==> config.mk <==
export PLATFORM = sky130hd
export DESIGN_NAME = arb_mux2_ctrl
export DESIGN_NICKNAME = d
export VERILOG_FILES = /design/src/rtl/arb_mux2_ctrl.sv
export SDC_FILE = /design/constraint.sdc
export NUM_CORES = 1
export LEC_CHECK = 0
export BUFFER_PORTS_ARGS = -buffer_cell sky130_fd_sc_hd__buf_2
export CAP_MARGIN = 0
export CORE_MARGIN = 2
export CORE_UTILIZATION = 44
export DETAILED_ROUTE_END_ITERATION = 6
export PLACE_DENSITY = 0.74
export SYNTH_ARGS = -nofsm -noshare
export SYNTH_HDL_FRONTEND = slang
export SYNTH_SLANG_ARGS = --single-unit
==> constraint.sdc <==
create_clock -name i_clk -period 1.5 [get_ports i_clk]
set_clock_uncertainty 0.05 [all_clocks]
set_input_delay 0.15 -clock i_clk [delete_from_list [all_inputs] [get_ports i_clk]]
set_output_delay 0.15 -clock i_clk [all_outputs]
set_load 0.005 [all_outputs]
==> src/rtl/arb_mux2_ctrl.sv <==
// arb_mux2_ctrl
//   Bounded-burst round-robin arbiter for two valid/ready requesters (A, B)
//   feeding one registered output channel. The current owner keeps the
//   channel until it idles or, while the other side waits, until it has
//   made MAX_BURST consecutive transfers.
//
// Parameters
//   W          data width
//   MAX_BURST  consecutive transfers per owner while the other side is valid (1..15)
//
// Ports
//   i_clk, i_rst_n          clock (rising edge), async active-low reset
//   i_a_valid/o_a_ready/i_a_data   requester A handshake and data
//   i_b_valid/o_b_ready/i_b_data   requester B handshake and data
//   o_valid/i_ready/o_data  registered output channel
//   o_sel                   source of o_data: 1 = A, 0 = B
//   o_owner                 FSM state: 0 IDLE, 1 OWN_A, 2 OWN_B
//
// Optional build macro
//   ARB_MUX2_ASSERT_EN      compiles the embedded protocol/X checks

module arb_mux2_ctrl #(
    parameter int W         = 8,
    parameter int MAX_BURST = 4
) (
    input  logic         i_clk,
    input  logic         i_rst_n,
    input  logic         i_a_valid,
    output logic         o_a_ready,
    input  logic [W-1:0] i_a_data,
    input  logic         i_b_valid,
    output logic         o_b_ready,
    input  logic [W-1:0] i_b_data,
    output logic         o_valid,
    input  logic         i_ready,
    output logic [W-1:0] o_data,
    output logic         o_sel,
    output logic [1:0]   o_owner
);

    typedef enum logic [1:0] {
        IDLE  = 2'd0,
        OWN_A = 2'd1,
        OWN_B = 2'd2
    } state_t;

    localparam logic [3:0] MAX_B = 4'(MAX_BURST);

    state_t     state, state_nxt;
    logic [3:0] cnt, cnt_nxt;
    logic       load_en;
    logic       gnt_a, gnt_b;

    // Output register is free when empty or being drained this cycle.
    assign load_en = !o_valid | i_ready;

    always_ff @(posedge i_clk or negedge i_rst_n) begin
        if (!i_rst_n) begin
            state <= IDLE;
            cnt   <= 4'd0;
        end else begin
            state <= state_nxt;
            cnt   <= cnt_nxt;
        end
    end

    always_comb begin
        state_nxt = state;
        cnt_nxt   = cnt;
        gnt_a     = 1'b0;
        gnt_b     = 1'b0;
        if (load_en) begin
            unique case (state)
                IDLE: begin
                    if (i_a_valid) begin
                        gnt_a     = 1'b1;
                        state_nxt = OWN_A;
                        cnt_nxt   = 4'd1;
                    end else if (i_b_valid) begin
                        gnt_b     = 1'b1;
                        state_nxt = OWN_B;
                        cnt_nxt   = 4'd1;
                    end
                end
                OWN_A: begin
                    // Burst limit only matters when B is actually waiting.
                    if (i_a_valid && (!i_b_valid || cnt < MAX_B)) begin
                        gnt_a   = 1'b1;
                        cnt_nxt = (cnt == 4'hF) ? cnt : cnt + 4'd1;
                    end else if (i_b_valid) begin
                        gnt_b     = 1'b1;
                        state_nxt = OWN_B;
                        cnt_nxt   = 4'd1;
                    end else begin
                        state_nxt = IDLE;
                        cnt_nxt   = 4'd0;
                    end
                end
                OWN_B: begin
                    if (i_b_valid && (!i_a_valid || cnt < MAX_B)) begin
                        gnt_b   = 1'b1;
                        cnt_nxt = (cnt == 4'hF) ? cnt : cnt + 4'd1;
                    end else if (i_a_valid) begin
                        gnt_a     = 1'b1;
                        state_nxt = OWN_A;
                        cnt_nxt   = 4'd1;
                    end else begin
                        state_nxt = IDLE;
                        cnt_nxt   = 4'd0;
                    end
                end
                default: begin
                    state_nxt = IDLE;
                    cnt_nxt   = 4'd0;
                end
            endcase
        end
    end

    assign o_a_ready = load_en & gnt_a;
    assign o_b_ready = load_en & gnt_b;
    assign o_owner   = state;

    always_ff @(posedge i_clk or negedge i_rst_n) begin
        if (!i_rst_n) begin
            o_valid <= 1'b0;
            o_data  <= '0;
            o_sel   <= 1'b0;
        end else if (load_en) begin
            if (gnt_a | gnt_b) begin
                o_valid <= 1'b1;
                o_data  <= gnt_a ? i_a_data : i_b_data;
                o_sel   <= gnt_a;
            end else begin
                // Nothing granted: drop valid, keep last data/sel visible.
                o_valid <= 1'b0;
            end
        end
    end

`ifdef ARB_MUX2_ASSERT_EN
    always_comb begin
        if (i_rst_n) begin
            assert final (^{o_sel, o_valid, o_owner} !== 1'bx)
                else $error("o_sel/o_valid/o_owner unknown after reset");
        end
        assert final (!(o_a_ready & o_b_ready))
            else $error("o_a_ready and o_b_ready both asserted");
        assert final (!o_a_ready || i_a_valid)
            else $error("o_a_ready without i_a_valid");
        assert final (!o_b_ready || i_b_valid)
            else $error("o_b_ready without i_b_valid");
        assert final (o_owner != 2'd3)
            else $error("o_owner illegal encoding 3");
    end

    // Remember the pre-edge output and whether it was stalled, then check
    // that a stalled output did not move across the edge.
    logic         stall_q;
    logic [W-1:0] data_q;
    logic         sel_q;

    always_ff @(posedge i_clk or negedge i_rst_n) begin
        if (!i_rst_n) begin
            stall_q <= 1'b0;
            data_q  <= '0;
            sel_q   <= 1'b0;
        end else begin
            stall_q <= o_valid & !i_ready;
            data_q  <= o_data;
            sel_q   <= o_sel;
        end
    end

    always_comb begin
        if (i_rst_n && stall_q) begin
            assert final ({o_data, o_sel} === {data_q, sel_q})
                else $error("o_data/o_sel changed during output stall");
        end
    end
`endif

endmodule

==> results of run 1 <==
==> power by group through the flow <==
stage                     Clock, mW  Combinational, mW  Sequential [mW]
final                         0.309               1.53            0.772
after global routing          0.321               1.67            0.803
after CTS                     0.302               1.47            0.767
after detailed placement          0               1.32            0.773
after global placement            0               1.30            0.762
after floorplan                   0              0.732            0.778
==> metal layers <==
metal  track usage [%]  wire length (um)
met5                 0                 0
met4              7.26                61
met1              38.0              1320
met3              4.80               288
met2              44.8              1740
==> registers in the layout (all words and copies together) (netlist names) <==
register / cells
cnt: 4
o_owner: 2
o_valid: 1
o_data: 8
o_sel: 1
==> timing repair <==
item,in CTS,in global routing
pin swaps,6,0
endpoints found under the hold margin,16,0
hold buffers,1,0
buffers inserted,7,0
endpoints found under the setup margin,15,17
gates resized for setup,10,0
==> final cells by class <==
| type | count | area [um2] |
|---|---|---|
| Fill cell | 200 | 766 |
| Multi-Input combinational cell | 93 | 634 |
| Sequential cell | 16 | 403 |
| Timing Repair Buffer | 59 | 373 |
| Clock buffer | 4 | 36.3 |
| Tap cell | 28 | 35.0 |
| Inverter | 2 | 7.51 |
==> critical path: stages (launching register included) <==
cell      delay (ps)
dfrtp_1          430
buf_12           140
nand2b_4         130
o32a_1           280
and4_1           160
buf_2            130
==> kinds of logic (layout without fill, tap and decap cells) <==
family | after synthesis | count (layout)
flip-flops | 16 | 16
AO/OA/AOI/OAI | 55 | 55
adder cells (fa/ha/maj) | 1 | 1
buffers and inverters | 10 | 65
AND/OR/NAND/NOR | 37 | 37
==> stage by stage <==
| step | std cells | power (mW) | worst slack [ps] | hold WS (ps) | cell area [um2] |
|---|---|---|---|---|---|
| final | 202 | 2.61 | -270 | 38.3 | 1490 |
| after global routing | 202 | 2.79 | -320 | 44.6 | 1490 |
| after CTS | 202 | 2.54 | -243 | 42.3 | 1490 |
| after detailed placement | 190 | 2.09 | -130 | 37.7 | 1360 |
| after global placement | 190 | 2.06 | 21.0 | 39.1 | 1360 |
| after floorplan | 119 | 1.51 | 13.9 | -196 | 1060 |
==> worst min-delay path by stage <==
stage	to	slack, ps	cells past startpoint
final	o_data[1]$_DFFE_PN0P_	40	3
after global routing	o_data[6]$_DFFE_PN0P_	40	3
after CTS	o_data[1]$_DFFE_PN0P_	40	3
after detailed placement	cnt[2]$_DFFE_PN0P_	40	1
after global placement	cnt[3]$_DFFE_PN0P_	40	1
after floorplan	cnt[0]$_DFFE_PN0P_	-200	0
==> cell usage in the layout, fill, tap and decap left out, drive strengths merged <==
master / instances
a211oi: 1
a21oi: 16
a311oi: 1
a31oi: 10
and4: 1
and4b: 1
buf: 58
clkbuf: 4
dfrtp: 16
dlygate4sd3: 1
ha: 1
inv: 2
nand2: 10
nand2b: 3
nand3: 3
nor2: 13
nor2b: 2
nor3: 2
nor3b: 2
o2111ai: 1
o211a: 1
o211ai: 2
o21a: 2
o21ai: 10
o21ba: 1
o22ai: 2
o311a: 1
o311ai: 2
o32a: 1
o32ai: 1
o41a: 1
o41ai: 2
==> metrics, run 1 <==
fraction of registers with async set/reset=100%; grt ovf=0; layout cells sized above 1=46.6%; Worst EP arrival=1570 ps; DR pass1 iterations=4; Syn Nets=141; switching share of total power=41.8%; Power Density=1750 nW/um2; CTS Buffer Depth=2; NumNets Final=197; Slew Viols, Final=0; Synth area leader=dfrtp_1; final antenna diode count=0; main combinational cell family by area after synthesis=compound AO/OA/AOI/OAI gates; starting density of the core=47.0%; vias in the first global route=1,159; Layout area overhead=40.5%; Clk network pwr share=11.8%; min cycle time layout=1770 ps; Die Span Y=53.1 um; nature of the critical path endpoint=primary output; mux contribution to synthesized area=0%; combinational power share=58.5%; outcome=finished with violations; Syn. warnings=0; worst reg2reg startpoint=o_owner[1]$_DFFE_PN0P_; Ports=35; Max VDD drop=1.01 mV; Worst Reg2Reg Path Length in Cells=5; internal cell power=1.52 mW; # DRC=0; clock latency on the worst-skew pair=310 ps; crit path launch=o_owner[1]$_DFFE_PN0P_; DRT iter0 DRCs=59; Sequential Power Share=29.6%; Final setup viols=14; Max-Cap Viols=0; Netlist cell types=40; worst reg2reg setup slack=-150 ps; antenna violations before repair=0; setup TNS=-1410 ps; worst hold path class=primary input to flop; Net Sw Power=1.09 mW; die width=53.1 um; final core occ=66.0%; CTS tree=yes; adder-cell share of the synthesized area=1.18%; maximum clock frequency=565 MHz; area share of the largest cell type after synthesis=37.8%; final hold violation count=0; Crit path required time=1300 ps; DP HPWL=2220 um; # clock sinks=16; CP Max Fanout=2; setup ws final=-270 ps; slew of the pin with the lowest slew margin=516 ps; CP Capture Point=o_b_ready; syn_area_per_cell=8.91 um2; XOR/XNOR Fraction of Synth Area=0%; most instantiated cells after synthesis=a21oi_1 (16), dfrtp_1 (16), nor2_1 (12); Setup crit start kind=flop; largest net degree at the start of global routing=17; drt wl/cell=16.9 um; CTS buffer count=3; Post-synth EDFFs=0; clock-pin slew on the worst setup and hold paths=100 ps; row cnt=17; HP Start=i_b_data[1]; routability cong.=0.913; first-pass GRT wire length=5620 um; RSZ-0062 raised after global routing=yes; register area share after synthesis=37.8%; Synth Flop Type=dfrtp_1; Port Buffer Count=34; period utilization=118%; Mapped Area=1060 um2; Leak Pwr=0.662 nW; critical path class=flop to primary output; simple-gate share of the synthesized area=19.1%; Core Footprint=2250 um2; vias=1,253; GRT Overall Usage=27.7%; top cells by area, synth=dfrtp_1 (38%), a21oi_1 (7.6%), a31oi_1 (5.9%), nor2_1 (4.3%), o21ai_0 (3.8%); Synth Area in Compound Gates=36.7%; Root Driver=clkbuf_4; routed vias/inst=6.20; Routed Antenna Nets=0; failing checks=negative setup slack; #FFs+latches synth=16; H-tree levels=1; FF-to-FF End=cnt[3]$_DFFE_PN0P_; Post-Synthesis Cells=119; final wirelength=3410 um; max_slew headroom=65.2%; die area=2820 um2
(Power assumes the default switching activity.)
==> run 2: changes to the inputs <==
- PLACE_DENSITY: 0.74 -> 0.76
==> run 2 against run 1 <==
The run still ends with negative setup slack left. Count of clock-buffer cells in the layout unchanged. Final area increased by 9.5%. Sequential cell count unchanged. Critical endpoint unchanged. Largest cell class unchanged. Highest routed layer unchanged.
==> metrics, run 2 (synthesis results as in run 1) <==
non-filler cells in the finished layout=211 (+4.5%); # DRC=0 (unchanged); CTS buffer count=3 (unchanged); NumNets Final=206 (+4.6%); Max-Cap Viols=0 (unchanged); Ports=35 (unchanged); routed vias/inst=6.12 (-1.3%); vias in the first global route=1,068 (-7.9%); switching share of total power=42.1% (+0.29 points); clock latency on the worst-skew pair=290 ps (-20 ps); Fillers=164 (-18%); Root Driver=clkbuf_4; Net Sw Power=1.18 mW (+8.1%); CP Max Fanout=3 (+1); layout cells sized above 1=50.3% (+3.7 points); placed inst area=1350 um2 (-0.37%); Die Span Y=53.1 um (unchanged); Routed Antenna Nets=0 (unchanged); grt peak-use layer=met2; GRT Overall Usage=26.0% (-1.6 points); critical path class=flop to primary output; clock-pin slew on the worst setup and hold paths=110 ps (about the same); H-tree levels=1 (unchanged); Clk network pwr share=10.5% (-1.3 points); final hold violation count=0 (unchanged); outcome=finished with violations; period utilization=114% (-4.1 points); # clock sinks=16 (unchanged); max_slew headroom=67.2% (+2.0 points); met2 GRT Util=39.0% (-5.8 points); maximum clock frequency=585 MHz (+3.6%); DP HPWL=2110 um (-5.3%); Setup crit start kind=flop; Slew Viols, Final=0 (unchanged); Max VDD drop=1.19 mV (+18%); Port Buffer Count=34 (unchanged); slew of the pin with the lowest slew margin=490 ps (-25.8 ps); drt wl/cell=17.4 um (+3.3%); final antenna diode count=0 (unchanged); first-pass GRT wire length=5330 um (-5.3%); Leak Pwr=0.734 nW (+11%); Core Footprint=2250 um2 (unchanged); Layout area overhead=53.8%; Sequential Power Share=28.5% (-1.1 points); combinational power share=61.0% (+2.5 points); routability cong.=0.824 (-9.7%); final core occ=72.3% (+6.3 points); Worst EP arrival=1510 ps (-60 ps); RSZ-0062 raised after global routing=yes; dpl cells=191 (+0.53%); met3 Resource Use GR=3.67% (-1.1 points); Most flops, register=o_data; max FFs per register=8 (unchanged); largest net degree at the start of global routing=17 (unchanged); Power Density=1720 nW/um2 (-1.9%); design area=1630 um2 (+9.5%); DRT iter0 DRCs=60 (+1.7%); met1 GRT Util=37.9% (-0.067 points); antenna violations before repair=0 (unchanged); CTS Buffer Depth=2 (unchanged); min cycle time layout=1710 ps (-60.8 ps); CTS tree=yes; vias=1,292 (+3.1%); DR pass1 iterations=5 (+1); row cnt=17 (unchanged); failing checks=negative setup slack; Crit path required time=1300 ps (about the same); setup ws final=-209 ps (+60.8 ps); grt ovf=0 (unchanged); die width=53.1 um (unchanged); setup TNS=-666 ps (+749 ps); final wirelength=3680 um (+7.9%); leading cell type in the layout, fill and taps excluded=buf_2; Final setup viols=10 (-4); starting density of the core=47.0% (unchanged); die area=2820 um2 (unchanged); WHS=45.2 ps (+6.92 ps); internal cell power=1.62 mW (+6.8%); nature of the critical path endpoint=primary output; worst hold path class=primary input to flop; highest-count cells in the layout ignoring fill and taps=buf_2 (34), buf_4 (26), a21oi_1 (16)
==> run 2: final timing paths <==
path | depth (start not counted) | slack [ps] | to | from
min in group asynchronous | 2 | 250 | o_data[6]$_DFFE_PN0P_ | i_rst_n
worst min-delay path | 3 | 50 | o_data[5]$_DFFE_PN0P_ | i_b_data[5]
worst max register to register | 6 | -100 | o_data[0]$_DFFE_PN0P_ | cnt[2]$_DFFE_PN0P_
max in group asynchronous | 2 | 840 | o_owner[0]$_DFFE_PN0P_ | i_rst_n
worst max-delay path | 4 | -210 | o_b_ready | o_owner[1]$_DFFE_PN0P_
worst min register to register | 2 | 460 | o_sel$_DFFE_PN0P_ | o_sel$_DFFE_PN0P_
==> run 2: power by group through the flow <==
stage | clock [mW] | combinational (mW) | sequential (mW)
after floorplan | 0 | 0.732 | 0.778
after global placement | 0 | 1.26 | 0.773
after detailed placement | 0 | 1.28 | 0.781
after CTS | 0.294 | 1.46 | 0.767
after global routing | 0.319 | 1.85 | 0.823
final | 0.295 | 1.71 | 0.797
==> run 2: repair_timing <==
item                       CTS  global route
buffers inserted            11             3
pin swaps                    5            12
gates resized for setup      9            17
setup endpoints to repair   14            17
hold endpoints to repair    16             0
gates cloned                 0             1
hold buffers                 1             0
==> run 2: cell type report <==
cell class	count	area, um2	area share [%]
tap	28	35.0	2.15
clock buffer	4	36.3	2.23
timing repair buffer	67	452	27.7
multi-input combinational	94	696	42.7
sequential	16	404	24.8
inverter	2	7.51	0.460
==> run 2: stage by stage <==
stage,setup WS (ps),total power [mW]
after floorplan,13.9,1.51
after global placement,-51.8,2.03
after detailed placement,-79.8,2.07
after CTS,-177,2.52
after global routing,-249,2.99
final,-209,2.80
==> run 2: layer usage <==
layer / wire, um / up-vias
met4: 96 / 0
met1: 1420 / 605
met2: 1830 / 85
met5: 0 / -
met3: 333 / 15
li1: - / 587
==> run 2: worst max-delay path: stages, from the launching register on <==
cell	delay, ps
dfrtp_1	420
nand2b_4	160
o32a_1	320
and4_1	190
buf_2	130
==> run 3: changes to the inputs <==
- CORE_UTILIZATION: 44 -> 53
- PLACE_DENSITY: 0.76 -> 0.85
- clock period: 1.5 -> 2 ns (I/O delays scaled with it)
==> run 3 against run 2 <==
The run now ends clean. Utilization decreased by 5.6 points. Count of clock-buffer cells in the layout down 1. Worst hold slack better by 58 ps. Critical path depth grew 1. Critical endpoint unchanged.
==> metrics, run 3 (synthesis results as in run 1) <==
Power Density=1250 nW/um2 (-27%); antenna violations before repair=0 (unchanged); CTS Buffer Depth=2 (unchanged); Die Span Y=48.7 um (-8.2%); row cnt=16 (-1); max_slew headroom=55.6% (-12 points); die width=48.7 um (-8.2%); Seq. cell area=400 um2 (-0.93%); Slew Viols, Final=0 (unchanged); dpl cells=174 (-8.9%); Root Driver=clkbuf_4; Fillers=167 (+1.8%); Worst EP arrival=1650 ps (+140 ps); clock-pin slew on the worst setup and hold paths=90 ps (-20 ps); WHS=103 ps (+58.2 ps); H-tree levels=1 (unchanged); Routed Antenna Nets=0 (unchanged); first-pass GRT wire length=4660 um (-12%); final antenna diode count=0 (unchanged); DR pass1 iterations=4 (-1); NumNets Final=176 (-15%); design area=1280 um2 (-21%); Setup crit start kind=flop; highest-count cells in the layout ignoring fill and taps=buf_2 (34), a21oi_1 (16), dfrtp_1 (16); CP Max Fanout=10 (+7); RSZ-0062 raised after global routing=no; nature of the critical path endpoint=primary output; critical path class=flop to primary output; grt ovf=0 (unchanged); DP HPWL=1960 um (-6.8%); period utilization=95.1%; die area=2370 um2 (-16%); Core Footprint=1920 um2 (-15%); slew of the pin with the lowest slew margin=663 ps (+173 ps); setup TNS=0 ps (+666 ps); layout cells sized above 1=32.9% (-17 points); leading cell type in the layout, fill and taps excluded=buf_2; GRT Overall Usage=25.0% (-1.0 points); CTS tree=yes; routability cong.=0.821 (-0.41%); drt wl/cell=15.0 um (-14%); CTS buffer count=3 (unchanged); placed inst area=1230 um2 (-9.0%); # clock sinks=16 (unchanged); multi-input logic area=614 um2 (-12%); Leak Pwr=0.542 nW (-26%); min cycle time layout=1900 ps; vias in the first global route=1,018 (-4.7%); Most flops, register=o_data; non-filler cells in the finished layout=179 (-15%); vias=1,109 (-14%); Layout area overhead=20.9%; worst hold path class=primary input to flop; Max VDD drop=0.968 mV (-19%); maximum clock frequency=526 MHz; Ports=35 (unchanged); Port Buffer Count=34 (unchanged); starting density of the core=55.1% (+8.1 points); clock latency on the worst-skew pair=290 ps (about the same); final wirelength=2690 um (-27%); largest net degree at the start of global routing=17 (unchanged); final core occ=66.7% (-5.6 points); DRT iter0 DRCs=36 (-40%); outcome=finished clean; Max-Cap Viols=0 (unchanged); final hold violation count=0 (unchanged); Final setup viols=0 (-10); routed vias/inst=6.20 (+1.2%); Crit path required time=1750 ps (+450 ps); # DRC=0 (unchanged); max FFs per register=8 (unchanged)
==> run 3: changes by cell type in the layout (fill, tap and decap cells not counted), sizes merged <==
cell / before / now
clkbuf: 4 / 3
o211ai: 3 / 2
buf: 66 / 37
==> run 3: metal layers <==
layer / wire, um / up-vias / global-route usage, %
met1: 1100 / 546 / 29.9
met4: 25 / 0 / 9.05
li1: - / 517 / -
met5: 0 / - / 0
met3: 178 / 4 / 7.10
met2: 1390 / 42 / 42.7
==> run 3: path summary, 6_finish.rpt <==
kind | start | end | slack (ps) | depth (start not counted)
worst min register to register | o_sel$_DFFE_PN0P_ | o_sel$_DFFE_PN0P_ | 470 | 2
worst max-delay path | o_owner[1]$_DFFE_PN0P_ | o_b_ready | 100 | 5
max in group asynchronous | i_rst_n | o_sel$_DFFE_PN0P_ | 1310 | 2
min in group asynchronous | i_rst_n | o_data[5]$_DFFE_PN0P_ | 300 | 2
worst min-delay path | i_b_data[0] | o_data[0]$_DFFE_PN0P_ | 100 | 3
worst max register to register | cnt[2]$_DFFE_PN0P_ | cnt[3]$_DFFE_PN0P_ | 320 | 4
==> run 3: layout make-up <==
cell class              instances  share of cell area, %
well taps                      27                   2.64
clock buffers                   3                   1.76
repair buffers                 38                   15.8
multi-input cells              93                   47.9
inverters                       2                  0.586
flip-flops and latches         16                   31.2
==> run 3: per-stage QoR <==
stage	total power, mW	setup slack, ps
floorplan	1.13	514
global placement	1.38	376
detailed placement	1.41	351
CTS	1.58	32.0
global route	1.74	17.1
finish	1.60	97.4
==> run 3: timing repair <==
| action | in CTS | in global routing |
|---|---|---|
| resized for setup | 0 | 1 |
| buffers inserted | 0 | 1 |
| endpoints found under the hold margin | 16 | 0 |
| hold buffers | 1 | 0 |
| endpoints found under the setup margin | 0 | 2 |
==> run 3: power by group <==
| group | switching (mW) | internal (mW) | total [mW] |
|---|---|---|---|
| registers | 0.150 | 0.464 | 0.614 |
| clock network | 0.0971 | 0.0702 | 0.167 |
| logic | 0.451 | 0.369 | 0.819 |
==> run 3: critical path, stage by stage (launching register included) <==
cell      delay (ps)
dfrtp_1          390
buf_4            180
nand2b_1         170
o32a_1           300
and4_1           190
buf_2            130
